--- src/rtl/nqcpu_defs_pkg.sv ---
// Control-word field offsets shared with the ALU stage, plus the mem-stage state
// encoding and small decode helpers for the latched control word.
package nqcpu_defs_pkg;

  localparam int CW_W          = 42;
  localparam int DATA_OUT_MSB  = 41;
  localparam int DATA_OUT_LSB  = 26;
  localparam int REG_WRITE_MSB = 25;
  localparam int REG_WRITE_LSB = 24;
  localparam int REG_DEST_MSB  = 23;
  localparam int REG_DEST_LSB  = 21;
  localparam int SETPC_BIT     = 20;
  localparam int MEM_READ_MSB  = 19;
  localparam int MEM_READ_LSB  = 18;
  localparam int MEM_WRITE_MSB = 17;
  localparam int MEM_WRITE_LSB = 16;
  localparam int MEM_ADDR_MSB  = 15;
  localparam int MEM_ADDR_LSB  = 0;

  typedef enum logic [1:0] {
    ST_IDLE  = 2'd0,
    ST_BEAT0 = 2'd1,
    ST_BEAT1 = 2'd2,
    ST_WB    = 2'd3
  } memState_t;

  typedef struct packed {
    logic [15:0] dataOut;
    logic [1:0]  regWrite;   // {H, L}
    logic [2:0]  regDest;
    logic        setPc;
    logic [1:0]  memRead;    // {word, read}
    logic [1:0]  memWrite;   // {word, write}
    logic [15:0] memAddr;
  } ctrlWord_t;

  function automatic ctrlWord_t unpackCtrl(input logic [CW_W-1:0] raw);
    ctrlWord_t cw;
    cw.dataOut  = raw[DATA_OUT_MSB:DATA_OUT_LSB];
    cw.regWrite = raw[REG_WRITE_MSB:REG_WRITE_LSB];
    cw.regDest  = raw[REG_DEST_MSB:REG_DEST_LSB];
    cw.setPc    = raw[SETPC_BIT];
    cw.memRead  = raw[MEM_READ_MSB:MEM_READ_LSB];
    cw.memWrite = raw[MEM_WRITE_MSB:MEM_WRITE_LSB];
    cw.memAddr  = raw[MEM_ADDR_MSB:MEM_ADDR_LSB];
    return cw;
  endfunction

  function automatic logic needsMem(input ctrlWord_t cw);
    return cw.memWrite[0] | cw.memRead[0];
  endfunction

  function automatic logic isStore(input ctrlWord_t cw);
    return cw.memWrite[0];
  endfunction

  // A store wins over a simultaneous load, so load data is only used when no store is set.
  function automatic logic isLoad(input ctrlWord_t cw);
    return cw.memRead[0] & ~cw.memWrite[0];
  endfunction

  function automatic logic isWord(input ctrlWord_t cw);
    return isStore(cw) ? cw.memWrite[1] : cw.memRead[1];
  endfunction

endpackage

--- src/rtl/mem_stage.sv ---
// Memory-access / writeback stage: byte or two-beat little-endian word accesses
// over an 8-bit req/ack bus, then a single-cycle register-file / PC writeback.
//
// state    | meaning
// ---------+----------------------------------------------------------
// ST_IDLE  | waiting for en; control word latched on start
// ST_BEAT0 | low byte beat at addr, req held until ack
// ST_BEAT1 | high byte beat at addr+1 (wraps), word accesses only
// ST_WB    | one-cycle writeback, done pulse
module mem_stage
  import nqcpu_defs_pkg::*;
(
  input  logic            clk,
  input  logic            rst_n,
  input  logic            en,
  input  logic [CW_W-1:0] control_signals_in,
  output logic [15:0]     mem_addr,
  output logic [7:0]      mem_wdata,
  input  logic [7:0]      mem_rdata,
  output logic            mem_req,
  output logic            mem_we,
  input  logic            mem_ack,
  output logic [2:0]      rf_wrDest,
  output logic [15:0]     rf_wrData,
  output logic            rf_wrH,
  output logic            rf_wrL,
  output logic            pc_set,
  output logic [15:0]     pc_data,
  output logic            busy,
  output logic            done
);

  memState_t  state;
  ctrlWord_t  ctrl;
  ctrlWord_t  cwIn;
  ctrlWord_t  wbCw;
  logic [7:0] loByte;
  logic [15:0] loaded;
  logic [15:0] wbData;
  logic        goWb;

  assign cwIn = unpackCtrl(control_signals_in);

  // Next-cycle writeback values; outputs themselves are registered below.
  always_comb begin
    wbCw   = ctrl;
    loaded = {8'h00, mem_rdata};
    goWb   = 1'b0;
    unique case (state)
      ST_IDLE: begin
        wbCw = cwIn;
        goWb = en & ~needsMem(cwIn);
      end
      ST_BEAT0: goWb = mem_ack & ~isWord(ctrl);
      ST_BEAT1: begin
        loaded = {mem_rdata, loByte};
        goWb   = mem_ack;
      end
      default: goWb = 1'b0;
    endcase
    wbData = isLoad(wbCw) ? loaded : wbCw.dataOut;
  end

  always_ff @(posedge clk) begin
    if (!rst_n) begin
      state     <= ST_IDLE;
      ctrl      <= '0;
      loByte    <= '0;
      mem_addr  <= '0;
      mem_wdata <= '0;
      mem_req   <= 1'b0;
      mem_we    <= 1'b0;
      rf_wrDest <= '0;
      rf_wrData <= '0;
      rf_wrH    <= 1'b0;
      rf_wrL    <= 1'b0;
      pc_set    <= 1'b0;
      pc_data   <= '0;
      busy      <= 1'b0;
      done      <= 1'b0;
    end else begin
      done   <= 1'b0;
      rf_wrH <= 1'b0;
      rf_wrL <= 1'b0;
      pc_set <= 1'b0;

      unique case (state)
        ST_IDLE: begin
          if (en) begin
            ctrl <= cwIn;
            busy <= 1'b1;
            if (needsMem(cwIn)) begin
              state     <= ST_BEAT0;
              mem_req   <= 1'b1;
              mem_we    <= isStore(cwIn);
              mem_addr  <= cwIn.memAddr;
              mem_wdata <= cwIn.dataOut[7:0];
            end else begin
              state <= ST_WB;
            end
          end
        end
        ST_BEAT0: begin
          if (mem_ack) begin
            loByte <= mem_rdata;
            if (isWord(ctrl)) begin
              state     <= ST_BEAT1;
              mem_addr  <= ctrl.memAddr + 16'd1;
              mem_wdata <= ctrl.dataOut[15:8];
            end else begin
              state <= ST_WB;
            end
          end
        end
        ST_BEAT1: begin
          if (mem_ack) state <= ST_WB;
        end
        ST_WB: begin
          state     <= ST_IDLE;
          busy      <= 1'b0;
          rf_wrDest <= '0;
          rf_wrData <= '0;
          pc_data   <= '0;
        end
        default: state <= ST_IDLE;
      endcase

      if (goWb) begin
        mem_req   <= 1'b0;
        mem_we    <= 1'b0;
        mem_addr  <= '0;
        mem_wdata <= '0;
        rf_wrDest <= wbCw.regDest;
        rf_wrData <= wbData;
        rf_wrH    <= wbCw.regWrite[1];
        rf_wrL    <= wbCw.regWrite[0];
        pc_set    <= wbCw.setPc;
        pc_data   <= wbData;
        done      <= 1'b1;
      end
    end
  end

endmodule

--- config.mk ---
export PLATFORM = sky130hd
export DESIGN_NAME = mem_stage
export DESIGN_NICKNAME = d
export VERILOG_FILES = /design/src/rtl/nqcpu_defs_pkg.sv /design/src/rtl/mem_stage.sv
export SDC_FILE = /design/constraint.sdc
export NUM_CORES = 1
export LEC_CHECK = 0
export CAP_MARGIN = 0
export CORE_MARGIN = 1
export CORE_UTILIZATION = 40
export CTS_CLUSTER_DIAMETER = 120
export DETAILED_ROUTE_END_ITERATION = 10
export PLACE_DENSITY = 0.67
export SYNTH_ARGS = -nofsm -noshare
export SYNTH_HDL_FRONTEND = slang
export SYNTH_SLANG_ARGS = --single-unit
--- constraint.sdc ---
create_clock -name clk -period 2.4 [get_ports clk]
set_input_delay 0.24 -clock clk [delete_from_list [all_inputs] [get_ports clk]]
set_output_delay 0.24 -clock clk [all_outputs]
set_load 0.03 [all_outputs]
==> results.sh <==
export IMPL_outcome="finished, violations left"
export IMPL_violations="DRC"
export IMPL_syn_inst=561
export IMPL_syn_cell_area_um2=4770
export IMPL_rsz0062_at_grt="no"
export IMPL_synth_most_common_cell="nand2_1"
export IMPL_grt_pass1_wl_um=20100
export IMPL_cts_setup_buffers=0
export IMPL_port_buffers=119
export IMPL_h_tree_depth=3
export IMPL_period_share_pct=91.7
export IMPL_max_slew_margin_pct=38.5
export IMPL_cts_tree="yes"
export IMPL_overflow=0
export IMPL_fin_util_pct=54.6
export IMPL_synth_top_area_share_pct=42.8
export IMPL_yosysWarnings=0
export IMPL_powerDensity_nw_per_um2=1230
export IMPL_wl_per_cell_um=15.3
export IMPL_synthArstFlopShare_pct=0
export IMPL_fin_skew_ns=0.00757
export IMPL_grt_pass1_vias=4035
export IMPL_path_class="reg2reg"
export IMPL_maxCapViolCount=0
export IMPL_fin_setup_tns_ns=0
export IMPL_finalMaxSlewViolations=0
export IMPL_io_pins=120
export IMPL_die_area_um2=12400
export IMPL_synthTopCellsByCount="nand2_1, dfxtp_1, a21oi_1"
export IMPL_diodes=0
export IMPL_arrival_ns=2.44
export IMPL_coreArea_um2=11500
export IMPL_start_util_pct=41.4
export IMPL_grt_start_max_net_pins=41
export IMPL_drcViolationCount=16
export IMPL_rr_worst_depth=7
export IMPL_period_needed_ns=2.20
export IMPL_synth_seq_cells=102
export IMPL_ant_nets=0
export IMPL_tightest_slew_ns=0.922
export IMPL_synth_edff_count=0
export IMPL_dr_pass1_iters=8
export IMPL_place_congestion=0.810
export IMPL_p_leak_nw=2.28
export IMPL_fill_cells=1056
export IMPL_end_kind="flip-flop"
export IMPL_critPathRequiredTime_ns=2.64
export IMPL_area_growth_synth_to_final_pct=31.9
export IMPL_yosys_most_used_dff="dfxtp_1"
export IMPL_fp_row_count=39
export IMPL_grtUsageTotal_pct=20.4
export IMPL_crit_fanout=17
export IMPL_antenna_found_initial=0
export IMPL_fp_dieH_um=111
export IMPL_max_freq_mhz=454
export IMPL_avgSynthCellArea_um2=8.50
export IMPL_hold_class="reg2reg"
export IMPL_die_x_um=111
export IMPL_peakVddDrop_uv=595
export IMPL_cts_buffers=9
export IMPL_vias_per_cell=5.29
export IMPL_synth_fp_nets=620
export IMPL_hpwl_um=8910
export IMPL_clk_pin_slew_worst_paths_ns=0.07
export IMPL_clk_insertion_delay_late_ns=0.35
export IMPL_hold_depth=2
export IMPL_cp_start_kind="flip-flop"
export IMPL_cts_root_buf="clkbuf_16"
export IMPL_yosys_top_cells_area="dfxtp_1, nand2_1, mux2i_1"
export IMPL_vias=4247
export IMPL_ys_seq_area_share_pct=42.8
export IMPL_clk_path_buf_depth=2
export IMPL_setup_violations=0
export IMPL_synth_largest_area_cell="dfxtp_1"
export IMPL_initialDrtViolationCount=241
export IMPL_drive_above_1_share_pct=7.27
export IMPL_finalHoldViolCount=0
export IMPL_nets=714
export IMPL_drt_wl_total_um=12300
export IMPL_clkSinkCount=102
export IMPL_synth_cell_type_count=46
## sequential cells by signal, indices dropped and copies added (netlist names)
signal and count:
busy 1, ctrl 42, done 1, loByte 8, mem_addr 16, mem_req 1
mem_wdata 8, mem_we 1, pc_data 16, pc_set 1, rf_wrDest 3, rf_wrH 1
rf_wrL 1, state 2
## routing by layer
layer	global-route usage, %	wire length [um]	vias up
li1	-	-	2121
met1	24.5	5360	2013
met2	36.2	6240	100
met3	4.87	588	13
met4	5.50	131	0
met5	0	0	-
## cell type report
type	instances	area [um^2]	share of cell area [%]
flip-flops and latches	102	2040	32.5
clock buffers	11	253	4.02
clock inverters	5	40.0	0.636
multi-input cells	397	2410	38.3
inverters	7	31.3	0.497
well taps	143	179	2.84
repair buffers	138	1340	21.3
## worst max-delay path, cell delays in order, from the launching register on
cell and delay, ns:
dfxtp_1 0.40, inv_1 0.11, ha_2 0.23, and2_2 0.22, a221oi_4 0.35, or4_1 0.36, clkinv_4 0.19, a22o_1 0.24
## worst paths after layout
path	slack, ns	startpoint	to
max	0.20	state[0]	pc_data[15]
min	0.45	mem_addr[2]	mem_addr[2]
max reg2reg	0.20	state[0]	pc_data[15]
min reg2reg	0.45	mem_addr[2]	mem_addr[2]
## cell usage in the layout, fill, tap and decap left out, drive strengths merged, types with 9 or more instances in the layout
cell and n:
nor2 40, nor2b 9, o21ai 14, a21oi 54
clkdlybuf4s50 119, a211oi 20, buf 19, clkbuf 11
nand3 22, a22o 18, dfxtp 102, a21boi 14
xnor2 11, nand2 110, mux2i 33, inv 9
## power by group
part / switching (mW) / leakage, nW / internal, mW
registers: 0.285 / 0.833 / 2.12
clock network: 0.648 / 0.147 / 0.771
logic: 2.36 / 1.30 / 1.56
total: 3.29 / 2.28 / 4.46
## cells by family (layout without fill, tap and decap cells)
group	after synthesis	count (layout)	synth area share, %
and+or+nand+nor	202	202	18.8
DFF	102	102	42.8
AOI/OAI and AO/OA	143	143	20.5
muxes	33	33	7.00
buffers and inverters	62	161	7.03
adders and majority gates	5	5	1.31
xor gates and xnor gates	14	14	2.57
## repair_timing
item / CTS / global route
endpoints found under the hold margin: 0 / 0
hold buffers: 0 / 0
resized for setup: 0 / 5
setup endpoints to repair: 0 / 15
## per-stage QoR
step	setup WS (ns)	power, mW	hold WS, ns	cells	cell area [um^2]
6_report	0.198	7.75	0.450	803	6290
4_1_cts	0.0922	7.79	0.446	803	6280
3_3_place_gp	0.220	6.27	0.437	787	5990
3_5_place_dp	0.122	6.36	0.443	787	5990
2_1_floorplan	0.369	5.11	0.376	561	4770
5_1_grt	0.0224	8.23	0.470	803	6290
Note: power is estimated with default switching activity, not from simulation.
